### config.mk
export PLATFORM = sky130hd
export DESIGN_NAME = layer_priority_arbiter_flat
export DESIGN_NICKNAME = d
export VERILOG_FILES = /design/src/rtl/layer_priority_arbiter_if.sv /design/src/rtl/layer_priority_arbiter.sv /design/src/flat_wrapper.sv
export SDC_FILE = /design/constraint.sdc
export NUM_CORES = 1
export LEC_CHECK = 0
export ABC_AREA = 0
export CAP_MARGIN = 20
export CORE_UTILIZATION = 35
export DETAILED_ROUTE_END_ITERATION = 16
export GPL_TIMING_DRIVEN = 0
export MAX_ROUTING_LAYER = met4
export PLACE_DENSITY = 0.62
export REMOVE_ABC_BUFFERS = 1
export SYNTH_ARGS = -nofsm -noshare
export SYNTH_HDL_FRONTEND = slang
export SYNTH_SLANG_ARGS = --single-unit
export TNS_END_PERCENT = 50
### constraint.sdc
create_clock -name clk -period 6.2 [get_ports clk]
set_clock_uncertainty 0.1 [all_clocks]
set_input_delay 0.93 -clock clk [delete_from_list [all_inputs] [get_ports clk]]
set_output_delay 0.93 -clock clk [all_outputs]
set_load 0.005 [all_outputs]
### src/rtl/layer_priority_arbiter_if.sv
// Priority-table configuration port of the layer arbiter.
// master offers a table, slave accepts or rejects it.
interface layer_priority_arbiter_if #(
  parameter int NUM_LAYERS = 4,
  parameter int RANK_W     = 3
);
  logic                         cfg_valid;
  logic [NUM_LAYERS*RANK_W-1:0] cfg_prio;
  logic                         cfg_ready;
  logic                         cfg_error;

  modport master (
    output cfg_valid,
    output cfg_prio,
    input  cfg_ready,
    input  cfg_error
  );

  modport slave (
    input  cfg_valid,
    input  cfg_prio,
    output cfg_ready,
    output cfg_error
  );
endinterface

### src/rtl/layer_priority_arbiter.sv
// Programmable-priority VGA layer arbiter, 2-cycle pipeline.
// Define LAYER_BLINK_EN for per-layer frame blinking.
module layer_priority_arbiter #(
  parameter int NUM_LAYERS   = 4,
  parameter int RGB_W        = 8,
  parameter int RANK_W       = 3
`ifdef LAYER_BLINK_EN
  , parameter int BLINK_FRAMES = 8
`endif
) (
  input  logic                        clk,
  input  logic                        resetN,
  input  logic                        startOfFrame,
  input  logic [NUM_LAYERS-1:0]       layerDrawingRequest,
  input  logic [NUM_LAYERS*RGB_W-1:0] layerRGB,
  input  logic [RGB_W-1:0]            backGroundRGB,
`ifdef LAYER_BLINK_EN
  input  logic [NUM_LAYERS-1:0]       blinkMask,
`endif
  layer_priority_arbiter_if.slave     cfg,
  output logic [RGB_W-1:0]            RGBOut,
  output logic                        winValid,
  output logic [2:0]                  winLayer,
  output logic [NUM_LAYERS-2:0]       collisionFrame,
  output logic                        collisionPulse
);

  localparam int TW = NUM_LAYERS * RANK_W;

  function automatic logic [TW-1:0] def_tab();
    logic [TW-1:0] t;
    t = '0;
    for (int i = 0; i < NUM_LAYERS; i++)
      t[i*RANK_W +: RANK_W] = RANK_W'(i);
    return t;
  endfunction

  localparam logic [TW-1:0] DEF_TAB = def_tab();

  typedef enum logic {IDLE, PENDING} cfg_st_t;

  cfg_st_t st, st_nx;
  logic [TW-1:0] shadow, active;
  logic tab_ok, take, swap, bad, err_q;

  logic [NUM_LAYERS-1:0]       req_q, msk_q, arb_mask;
  logic [NUM_LAYERS*RGB_W-1:0] rgb_q;
  logic [RGB_W-1:0]            bg_q;
  logic [TW-1:0]               rank_q;

  logic [NUM_LAYERS-1:0] eff;
  logic                  sel_v;
  logic [2:0]            sel_i;
  logic [RANK_W-1:0]     sel_r;
  logic [RGB_W-1:0]      sel_rgb;

  logic [NUM_LAYERS-2:0] acc, cur_ov, frm_ov;

  assign cfg.cfg_ready = (st == IDLE);
  assign cfg.cfg_error = err_q;

  // table is legal when all ranks are in range and unique
  always_comb begin
    tab_ok = 1'b1;
    for (int i = 0; i < NUM_LAYERS; i++) begin
      if ({1'b0, cfg.cfg_prio[i*RANK_W +: RANK_W]} >=
          (RANK_W+1)'(NUM_LAYERS))
        tab_ok = 1'b0;
      for (int j = i + 1; j < NUM_LAYERS; j++)
        if (cfg.cfg_prio[i*RANK_W +: RANK_W] ==
            cfg.cfg_prio[j*RANK_W +: RANK_W])
          tab_ok = 1'b0;
    end
  end

  // config FSM: accept into shadow, swap at frame start
  always_comb begin
    st_nx = st;
    take  = 1'b0;
    swap  = 1'b0;
    bad   = 1'b0;
    case (st)
      IDLE:
        if (cfg.cfg_valid) begin
          if (tab_ok) begin
            take  = 1'b1;
            st_nx = PENDING;
          end else begin
            bad = 1'b1;
          end
        end
      PENDING:
        if (startOfFrame) begin
          swap  = 1'b1;
          st_nx = IDLE;
        end
    endcase
  end

  // config state, shadow/active tables and error pulse
  always_ff @(posedge clk or posedge resetN) begin
    if (resetN) begin
      st     <= IDLE;
      shadow <= DEF_TAB;
      active <= DEF_TAB;
      err_q  <= 1'b0;
    end else begin
      st    <= st_nx;
      err_q <= bad;
      if (take) shadow <= cfg.cfg_prio;
      if (swap) active <= shadow;
    end
  end

`ifdef LAYER_BLINK_EN
  localparam int CW = (BLINK_FRAMES > 1) ? $clog2(BLINK_FRAMES) : 1;
  logic [CW-1:0] frm_cnt;
  logic          blink_on;

  // frame counter; blink phase flips on every wrap
  always_ff @(posedge clk or posedge resetN) begin
    if (resetN) begin
      frm_cnt  <= '0;
      blink_on <= 1'b1;
    end else if (startOfFrame) begin
      if (frm_cnt == CW'(BLINK_FRAMES - 1)) begin
        frm_cnt  <= '0;
        blink_on <= ~blink_on;
      end else begin
        frm_cnt <= frm_cnt + 1'b1;
      end
    end
  end

  assign arb_mask = blink_on ? '0 : blinkMask;
`else
  assign arb_mask = '0;
`endif

  // stage 1: sample pixel inputs with the table/mask in force now
  always_ff @(posedge clk or posedge resetN) begin
    if (resetN) begin
      req_q  <= '0;
      msk_q  <= '0;
      rgb_q  <= '0;
      bg_q   <= '0;
      rank_q <= DEF_TAB;
    end else begin
      req_q  <= layerDrawingRequest;
      msk_q  <= arb_mask;
      rgb_q  <= layerRGB;
      bg_q   <= backGroundRGB;
      rank_q <= active;
    end
  end

  assign eff = req_q & ~msk_q;

  // lowest rank among unmasked requesters wins
  always_comb begin
    sel_v   = 1'b0;
    sel_i   = 3'd0;
    sel_r   = '0;
    sel_rgb = bg_q;
    for (int i = 0; i < NUM_LAYERS; i++) begin
      if (eff[i] && (!sel_v || rank_q[i*RANK_W +: RANK_W] < sel_r)) begin
        sel_v   = 1'b1;
        sel_i   = 3'(i);
        sel_r   = rank_q[i*RANK_W +: RANK_W];
        sel_rgb = rgb_q[i*RGB_W +: RGB_W];
      end
    end
  end

  // stage 2: registered pixel outputs
  always_ff @(posedge clk or posedge resetN) begin
    if (resetN) begin
      RGBOut   <= '0;
      winValid <= 1'b0;
      winLayer <= 3'd0;
    end else begin
      RGBOut   <= sel_rgb;
      winValid <= sel_v;
      winLayer <= sel_i;
    end
  end

  assign cur_ov = req_q[NUM_LAYERS-1:1] & {(NUM_LAYERS-1){req_q[0]}};
  assign frm_ov = acc | cur_ov;

  // per-frame player overlap accumulation and report
  always_ff @(posedge clk or posedge resetN) begin
    if (resetN) begin
      acc            <= '0;
      collisionFrame <= '0;
      collisionPulse <= 1'b0;
    end else if (startOfFrame) begin
      acc            <= '0;
      collisionFrame <= frm_ov;
      collisionPulse <= |frm_ov;
    end else begin
      acc            <= frm_ov;
      collisionPulse <= 1'b0;
    end
  end

endmodule

### src/flat_wrapper.sv
// flat-port wrapper written by rule: the top's interface ports become plain ports
module layer_priority_arbiter_flat 
#(
  parameter int NUM_LAYERS   = 4,
  parameter int RGB_W        = 8,
  parameter int RANK_W       = 3

)
  (clk, resetN, startOfFrame, layerDrawingRequest, layerRGB, backGroundRGB, RGBOut, winValid, winLayer, collisionFrame, collisionPulse, cfg_cfg_valid, cfg_cfg_prio, cfg_cfg_ready, cfg_cfg_error);
  layer_priority_arbiter_if #(.NUM_LAYERS(NUM_LAYERS), .RANK_W(RANK_W)) cfg_i ();
  input  logic clk;
  input  logic resetN;
  input  logic startOfFrame;
  input  logic [NUM_LAYERS-1:0] layerDrawingRequest;
  input  logic [NUM_LAYERS*RGB_W-1:0] layerRGB;
  input  logic [RGB_W-1:0] backGroundRGB;
  output logic [RGB_W-1:0] RGBOut;
  output logic winValid;
  output logic [2:0] winLayer;
  output logic [NUM_LAYERS-2:0] collisionFrame;
  output logic collisionPulse;
  input wire logic [$bits(cfg_i.cfg_valid)-1:0] cfg_cfg_valid;
  input wire logic [$bits(cfg_i.cfg_prio)-1:0] cfg_cfg_prio;
  output wire logic [$bits(cfg_i.cfg_ready)-1:0] cfg_cfg_ready;
  output wire logic [$bits(cfg_i.cfg_error)-1:0] cfg_cfg_error;
  assign cfg_i.cfg_valid = cfg_cfg_valid;
  assign cfg_i.cfg_prio = cfg_cfg_prio;
  assign cfg_cfg_ready = cfg_i.cfg_ready;
  assign cfg_cfg_error = cfg_i.cfg_error;
  layer_priority_arbiter #(.NUM_LAYERS(NUM_LAYERS), .RGB_W(RGB_W), .RANK_W(RANK_W)) u_core (.clk(clk), .resetN(resetN), .startOfFrame(startOfFrame), .layerDrawingRequest(layerDrawingRequest), .layerRGB(layerRGB), .backGroundRGB(backGroundRGB), .cfg(cfg_i), .RGBOut(RGBOut), .winValid(winValid), .winLayer(winLayer), .collisionFrame(collisionFrame), .collisionPulse(collisionPulse));
endmodule
# Word level (Yosys, flattened, before mapping)
# Index checks and enable logic that the tools add are counted.
[word_totals]
elab_cells = 76
output_inout_bits = 18
input_bits = 60
reg_bits = 100
[classes]
reduce_logical = 10
magnitude_cmp = 7
n_eq_ne = 6
n_mux = 36
n_bitwise = 3
[ops]
columns = ["cell", "n"]
rows = [
  ["8-bit 2-to-1 mux", 4],
  ["1-bit 2-to-1 mux", 25],
  ["3-bit == test", 6],
  ["3-bit greater-or-equal comparator, second input constant", 4],
  ["3-bit 2-to-1 mux", 4],
  ["3-bit < comparator", 3],
  ["2-bit 2-to-1 mux", 2],
  ["3-bit bitwise AND", 1],
  ["1-bit logical AND", 3],
  ["1-bit zero test", 3],
  ["1-bit logical OR", 3],
  ["3-bit bitwise OR", 1],
  ["3-bit OR reduction", 1],
  ["1-bit case mux with 2 select lines", 1],
  ["1-bit NOT", 1],
]

# Logic depth before layout (Yosys ltp)
# Gate-level depths: netlist of the first run.
[depth]
ltp_word = 14
depth_mapped = 22
depth_no_buf = 18

# Worst setup path before layout of the first run
# No wires, ideal clock.
[synth_timing]
kind = "register to register"
startpoint = "reg u_core.req_q[0]"
endpoint = "reg u_core.RGBOut[0]"
arrival_ns = 4.534
slack_ns = 1.439
setup_time_ns = 0.127
required_ns = 5.973
path_buffers = 4
period_less_slack_ns = 4.761
stages_incl_launch_ff = 23
path_cell_list = "dfrtp_1 > buf_4 > buf_1 > nand2_1 > ha_1 > nand2_1 > o211ai_2 > nand2_1 > a21boi_0 > ha_1 > nor2_1 > o41ai_4 > a31o_4 > buf_6 > nor2_1 > a21o_1 > ha_1 > o21a_1 > or2_2 > o211ai_1 > o211ai_1 > buf_6 > mux2i_1"
[synth_between]
elab_chain_cells = 13
elab_cells_between_ends = 22
cone_classes = "order compare (3); mux (10); reduce/logical (9)"
[synth_lines]
columns = ["item", "line", "source"]
rows = [
  ["start: declaration", "layer_priority_arbiter.sv:46", "logic [NUM_LAYERS-1:0] req_q, msk_q, arb_mask;"],
  ["start signal: assignment", "layer_priority_arbiter.sv:149", "req_q <= layerDrawingRequest;"],
  ["3-bit 2-to-1 mux / 1-bit 2-to-1 mux (equally long branches)", "layer_priority_arbiter.sv:166", "if (eff[i] && (!sel_v || rank_q[i*RANK_W +: RANK_W] < sel_r)) begin"],
  ["3-bit < comparator / 1-bit zero test (equally long branches)", "layer_priority_arbiter.sv:166", ""],
  ["1-bit logical OR", "layer_priority_arbiter.sv:166", ""],
  ["1-bit logical AND", "layer_priority_arbiter.sv:166", ""],
  ["3-bit 2-to-1 mux / 1-bit 2-to-1 mux (equally long branches)", "layer_priority_arbiter.sv:166", ""],
  ["3-bit < comparator / 1-bit zero test (equally long branches)", "layer_priority_arbiter.sv:166", ""],
  ["1-bit logical OR", "layer_priority_arbiter.sv:166", ""],
  ["1-bit logical AND", "layer_priority_arbiter.sv:166", ""],
  ["3-bit 2-to-1 mux / 1-bit 2-to-1 mux (equally long branches)", "layer_priority_arbiter.sv:166", ""],
  ["3-bit < comparator / 1-bit zero test (equally long branches)", "layer_priority_arbiter.sv:166", ""],
  ["1-bit logical OR", "layer_priority_arbiter.sv:166", ""],
  ["1-bit logical AND", "layer_priority_arbiter.sv:166", ""],
  ["8-bit 2-to-1 mux *", "layer_priority_arbiter.sv:166", ""],
  ["via u_core.sel_rgb[0]", "layer_priority_arbiter.sv:55", "logic [RGB_W-1:0] sel_rgb;"],
  ["end signal: assignment", "layer_priority_arbiter.sv:182", "RGBOut <= sel_rgb;"],
  ["end: declaration", "layer_priority_arbiter.sv:21", "output logic [RGB_W-1:0] RGBOut,"],
]
# The timed path passes the listed nets; every way through them passes the cells marked *.
# A chain may end at the register's enable or synchronous reset.

# Worst setup path in the final report of the first run
# Same ends and word-level chain as after synthesis.

==> metrics.cfg, run 1 <==
[power]
p_comb_frac=0.156
p_clk_frac=0.383
power_density_nw_per_um2=309
switching_share=0.224
p_int_mw=1.26
peakVddDrop_mv=0.146
switchingPower_mw=0.363
leakage_nw=2.36
seqPwrFrac=0.462

[grt]
antenna_found_initial=0
grt_max_degree=52
grt_use_total=0.154
grt_pass1_vias=2731
grt_overflow_total=0
grt_pass1_wl_mm=13.2

[yosys]
seq_area_frac_synth=0.631
synth.avg_cell_area_sq_um=13.1
ys_ff_latch=100
syn_area_sq_um=3990
synth-edff-count=0
synth_ff_type=dfrtp_1
ys_warn_count=0
syn-instance-count=304
synth-async-reset-ratio=1.00
ys_types=49

[final_layout]
area_delta_synth_final_pct=31.6
final_core_util=0.478
layout-drive-gt1-share=0.132
ff_latch_area_sq_um=2520
postLayoutCellArea_sq_um=5250
antennaDiodeCount=0
multi_input_area_sq_um=1340
fin_cells=527
num-fill-cells=992
fin_nets=448

[route]
routed_wl_mm=7.86
ant_nets=0
via_per_inst=4.86
vias=2562
first_pass_iters=4
drt_iter0_drc=78
drc=0
avgRoutedWirePerCell_um=14.9

[place]
numPortBuffers=76
dp_slack_ps=-99.0
placed_cell_area_sq_um=4890
dp.cells=510
place_congestion=0.772
dp_hpwl_mm=5.39

[floorplan]
core_sq_um=11000
dieArea_sq_um=11800
die_x_um=109
die_h_um=109
initial_core_util=0.363
rows=38
ios=78

[critical_path]
critPathArrivalTime_ps=5560
cp_max_fo=22
required_ps=6320
criticalPathCategory=reg2reg
end_kind=flop
rrSetupSlack_ps=760
worstSetupStartpointType=flop

[timing]
max_freq_ghz=0.184
worst_slack_ps=757
fin_hold_ws_ps=261
setup_viol=0
relSlewSlack=0.512
finalHoldViolCount=0
period_minus_slack_ps=5440
period_share=0.878
worstMarginPinSlew_ps=733
rsz0062_at_grt=false
maxSlewViolCount=0

[clock_tree]
path_clk_slew_ps=60
cts.sinks=100
clk_path_buf_depth=2
cts_tree=done
cts-buffers-inserted=9
htreeDepth=3
root_buffer=clkbuf_16
clock_latency_ps=340

[worst_hold_path]
hold_class=reg2reg

[flow_run]
cap_violations=0

[outcome]
status=complete, no violations

## area by class of cell
type / count / area share
clock buffer: 11 / 0.0443
clock inverter: 5 / 0.0196
inverter: 18 / 0.0134
multi-input combinational: 174 / 0.256
sequential: 100 / 0.480
tap: 140 / 0.0334
timing repair buffer: 79 / 0.154
## cells in the mapped netlist (all sizes together) (4+ instances only)
library cell / number / area [sq um]
a21o: 11 / 82.6
a21oi: 9 / 45.0
a311oi: 8 / 70.1
a31oi: 8 / 50.1
and2: 5 / 31.3
buf: 7 / 51.3
clkbuf: 5 / 18.8
dfrtp: 88 / 2200
dfstp: 12 / 315
ha: 6 / 75.1
inv: 18 / 67.6
mux2: 20 / 225
mux2i: 16 / 160
nand2: 14 / 52.6
nand3: 13 / 65.1
nor2: 12 / 47.6
nor2b: 4 / 25.0
nor3: 5 / 41.3
o21ai: 5 / 25.0
xnor2: 4 / 35.0
xor2: 8 / 70.1
## path summary, 6_finish.rpt
check,startpoint,depth (start not counted),end
max in group asynchronous,resetN,3,u_core.active[7]
min in group asynchronous,resetN,2,u_core.bg_q[3]
min,u_core.active[10],0,u_core.rank_q[10]
max,u_core.req_q[0],19,u_core.RGBOut[0]
min reg2reg,u_core.active[10],0,u_core.rank_q[10]
max reg2reg,u_core.req_q[0],19,u_core.RGBOut[0]
## per-stage QoR
stage | setup TNS (ps) | total power [mW]
after floorplan | 0 | 0.879
after global placement | -2710 | 0.999
after detailed placement | -440 | 1.01
after CTS | 0 | 1.64
after global routing | 0 | 1.70
final | 0 | 1.62
## registers in the layout (all words and copies together) (netlist names)
signal,flops
u_core.RGBOut,8
u_core.winLayer,2
u_core.acc,3
u_core.st,1
u_core.collisionPulse,1
u_core.rank_q,12
u_core.shadow,12
u_core.bg_q,8
u_core.winValid,1
u_core.req_q,4
u_core.rgb_q,32
u_core.active,12
u_core.cfg.cfg_error,1
u_core.collisionFrame,3
## cell families after synthesis
| group | count (synthesis) | synth area share |
|---|---|---|
| AOI/OAI and AO/OA | 58 | 0.113 |
| xor gates and xnor gates | 12 | 0.0264 |
| adders and majority gates | 6 | 0.0188 |
| buffers and inverters | 30 | 0.0345 |
| DFF | 100 | 0.631 |
| muxes | 36 | 0.0966 |
| other | 1 | 0.000940 |
| and+or+nand+nor | 61 | 0.0788 |
## power groups by stage
stage          combinational, mW  sequential (mW)  clock, mW
2_1_floorplan              0.123            0.757          0
3_3_place_gp               0.241            0.759          0
3_5_place_dp               0.252            0.761          0
4_1_cts                    0.254            0.749      0.638
5_1_grt                    0.281            0.755      0.668
6_report                   0.252            0.748      0.620
## critical path, cell delays in order (launching register included)
cell      delay, ps
dfrtp_2         710
nand2_1         110
ha_1            330
nand2_1         120
o211ai_4        510
nand2_1         170
a21boi_0        310
ha_1            290
nor2_1          130
o41ai_4         670
a31o_4          300
nor2_1           60
a21o_1          160
ha_1            270
o21a_1          200
or2_2           280
o211ai_1        100
o211ai_1        160
buf_4           190
mux2i_1         120
## layout by cell type (no fill, tap or decap), types with 3 or more instances in the layout
master / Yosys / final
dfrtp_1: 88 / 87
clkdlybuf4s50_1: 0 / 76
inv_1: 18 / 17
mux2i_1: 16 / 16
nand2_1: 14 / 14
nand3_1: 13 / 13
mux2_2: 12 / 12
dfstp_2: 12 / 12
nor2_1: 11 / 11
a21o_1: 11 / 11
a21oi_1: 9 / 9
clkbuf_16: 0 / 9
xor2_1: 8 / 8
mux2_1: 8 / 8
a311oi_1: 8 / 8
a31oi_1: 8 / 8
ha_1: 6 / 6
and2_1: 5 / 5
nor2b_1: 4 / 4
xnor2_1: 4 / 4
nor3_1: 3 / 3
nand2b_1: 3 / 3
o21ai_0: 3 / 3
bufinv_16: 0 / 3
## layer usage
metal / wire [um] / share of wire / global-route usage
met1: 3370 / 0.43 / 0.176
met2: 4030 / 0.51 / 0.259
met3: 382 / 0.049 / 0.0496
met4: 74 / 0.0094 / 0.0444
met5: 0 / 0 / -
## what timing repair did
| action | 4_1_cts | 5_1_grt |
|---|---|---|
| hold buffers | 0 | 0 |
| endpoints found under the hold margin | 0 | 0 |
| setup buffers | 0 | 1 |
| cloned | 0 | 0 |
| gates resized for setup | 1 | 1 |
| pin swaps | 0 | 1 |
| endpoints found under the setup margin | 6 | 9 |
Power figures use the tool's default switching activity.
==> run 2, diff against run 1 <==
- CORE_MARGIN: not set -> 2
==> run 2 against run 1 <==
  * Sequential share of layout area is 0.46 points higher
  * Global-route usage is 1.6 points lower
  * Count of clock-buffer cells in the layout is 1 lower
  * Worst setup slack worse by 210 ps
  * Sequential power hardly changed
  * Combinational power hardly changed
  * Power is 5.4% lower
  * Non-clock buffer count is 1 lower
  * Via count is 0.31% lower
  * Largest power group unchanged
==> metrics.cfg, run 2 (same netlist as run 1, synthesis figures left out) <==
[place]
dp.cells=510  ; unchanged
place_congestion=0.783  ; +1.5%
numPortBuffers=76  ; unchanged
dp_slack_ps=-7.30  ; +91.7 ps
placed_cell_area_sq_um=4890  ; unchanged
dp_hpwl_mm=5.59  ; +3.5%

[route]
avgRoutedWirePerCell_um=14.8  ; -0.86%
via_per_inst=4.86  ; -0.12%
vias=2554  ; -0.31%
drt_iter0_drc=144  ; +85%
ant_nets=0  ; unchanged
drc=0  ; unchanged
routed_wl_mm=7.78  ; -1.0%
first_pass_iters=4  ; unchanged

[clock_tree]
path_clk_slew_ps=70  ; about the same
cts-buffers-inserted=9  ; unchanged
clock_latency_ps=340  ; about the same
post-cts-setup-buffers=0  ; unchanged
cts.sinks=100  ; unchanged
cts.hold.buffers_added=0  ; unchanged
clk_path_buf_depth=2  ; unchanged
htreeDepth=3  ; unchanged
root_buffer=clkbuf_16
cts_tree=done

[floorplan]
dieArea_sq_um=12300  ; +3.7%
die_x_um=111  ; +1.8%
die_h_um=111  ; +1.8%
core_sq_um=11000  ; unchanged
rows=38  ; unchanged
ios=78  ; unchanged
initial_core_util=0.363  ; unchanged

[timing]
worstMarginPinSlew_ps=708  ; -24.1 ps
maxSlewViolCount=0  ; unchanged
fin_hold_ws_ps=266  ; +4.91 ps
setup_viol=0  ; unchanged
rsz0062_at_grt=false
period_share=0.912  ; +0.0338
worst_slack_ps=547  ; -210 ps
finalHoldViolCount=0  ; unchanged
max_freq_ghz=0.177  ; -3.7%
relSlewSlack=0.528  ; +0.0161
period_minus_slack_ps=5650  ; +210 ps

[grt]
top_usage_layer=met2
grt_pass1_wl_mm=13.2  ; -0.47%
grtUsageMet2=0.228  ; -0.0312
grt_max_degree=52  ; unchanged
antenna_found_initial=0  ; unchanged
grt_overflow_total=0  ; unchanged
grt_use_total=0.138  ; -0.0158
grt_pass1_vias=2641  ; -3.3%
grt_use_met3=0.0268  ; -0.0228
grt_use_met1=0.164  ; -0.0121

[critical_path]
cp_max_fo=22  ; unchanged
required_ps=6350  ; +30 ps
max_stage_delay_ps=710  ; about the same
crit_chain=nand2_1 > ha_1 > nand2_1 > o211ai_4 > nand2_1 > a21boi_0 > ha_1 > nor2_1 > o41ai_4 > a31o_4 > nor2_1 > a21o_1 > ha_1 > o21a_1 > or2_2 > o211ai_1 > o211ai_1 > buf_6 > mux2i_1
worstSetupStartpointType=flop
cpLargestDelayFamily=compound AO/OA/AOI/OAI gates
critPathArrivalTime_ps=5810  ; +250 ps
criticalPathCategory=reg2reg
critPathBufInv=1  ; unchanged
end_kind=flop
slowest_stage=dfrtp_2

[final_layout]
largest_reg_flops=32  ; unchanged
num-fill-cells=1020  ; +2.8%
largest_register=u_core.rgb_q
ff_latch_area_sq_um=2520  ; unchanged
area_delta_synth_final_pct=30.3
fin_cells=526  ; -0.19%
layout-drive-gt1-share=0.135  ; +0.00293
final_common_cell=dfrtp_1
multi_input_area_sq_um=1340  ; unchanged
antennaDiodeCount=0  ; unchanged
fin_nets=447  ; -0.22%
mostFrequentLayoutCells=dfrtp_1, clkdlybuf4s50_1, inv_1
postLayoutCellArea_sq_um=5200  ; -0.95%

[worst_hold_path]
hold_class=reg2reg

[flow_run]
cap_violations=0  ; unchanged

[power]
power_density_nw_per_um2=295  ; -4.5%
leakage_nw=2.34  ; -0.94%
peakVddDrop_mv=0.126  ; -14%
p_total_mw=1.53  ; -5.4%

[outcome]
status=complete, no violations

==> run 2: report_power, final <==
group | internal (mW) | switching (mW)
Clock | 0.291 | 0.246
Sequential | 0.721 | 0.0272
Combinational | 0.141 | 0.107
Total | 1.15 | 0.381
==> run 2: area by class of cell <==
| class | instances | area share |
|---|---|---|
| timing repair buffer | 78 | 0.154 |
| inverter | 18 | 0.0135 |
| sequential | 100 | 0.485 |
| tap | 140 | 0.0337 |
| clock buffer | 10 | 0.0460 |
| multi-input combinational | 174 | 0.258 |
| clock inverter | 6 | 0.0104 |
==> run 2: through the flow <==
step	setup TNS, ps	util
4_1_cts	0	0.472
3_5_place_dp	-7.30	0.446
2_1_floorplan	0	-
5_1_grt	0	0.473
3_3_place_gp	-3670	0.442
6_report	0	0.473
==> run 2: repair_timing <==
item / 4_1_cts / 5_1_grt
gates resized for setup: 1 / 1
setup endpoints to repair: 6 / 7
gates cloned: 0 / 0
==> run 2: final timing paths <==
path / startpoint / to / slack (ps) / cells past startpoint
worst min register to register: u_core.active[3] / u_core.rank_q[3] / 270 / 0
worst max-delay path: u_core.req_q[0] / u_core.RGBOut[3] / 550 / 19
min in group asynchronous: resetN / u_core.rgb_q[6] / 940 / 2
worst max register to register: u_core.req_q[0] / u_core.RGBOut[3] / 550 / 19
worst min-delay path: u_core.active[3] / u_core.rank_q[3] / 270 / 0
max in group asynchronous: resetN / u_core.rank_q[10] / 4360 / 3
==> run 2: routing by layer <==
layer / vias up / part of all wire
met3: 6 / 0.036
li1: 1212 / -
met5: - / 0
met4: 0 / 0.0095
met2: 56 / 0.51
met1: 1280 / 0.44
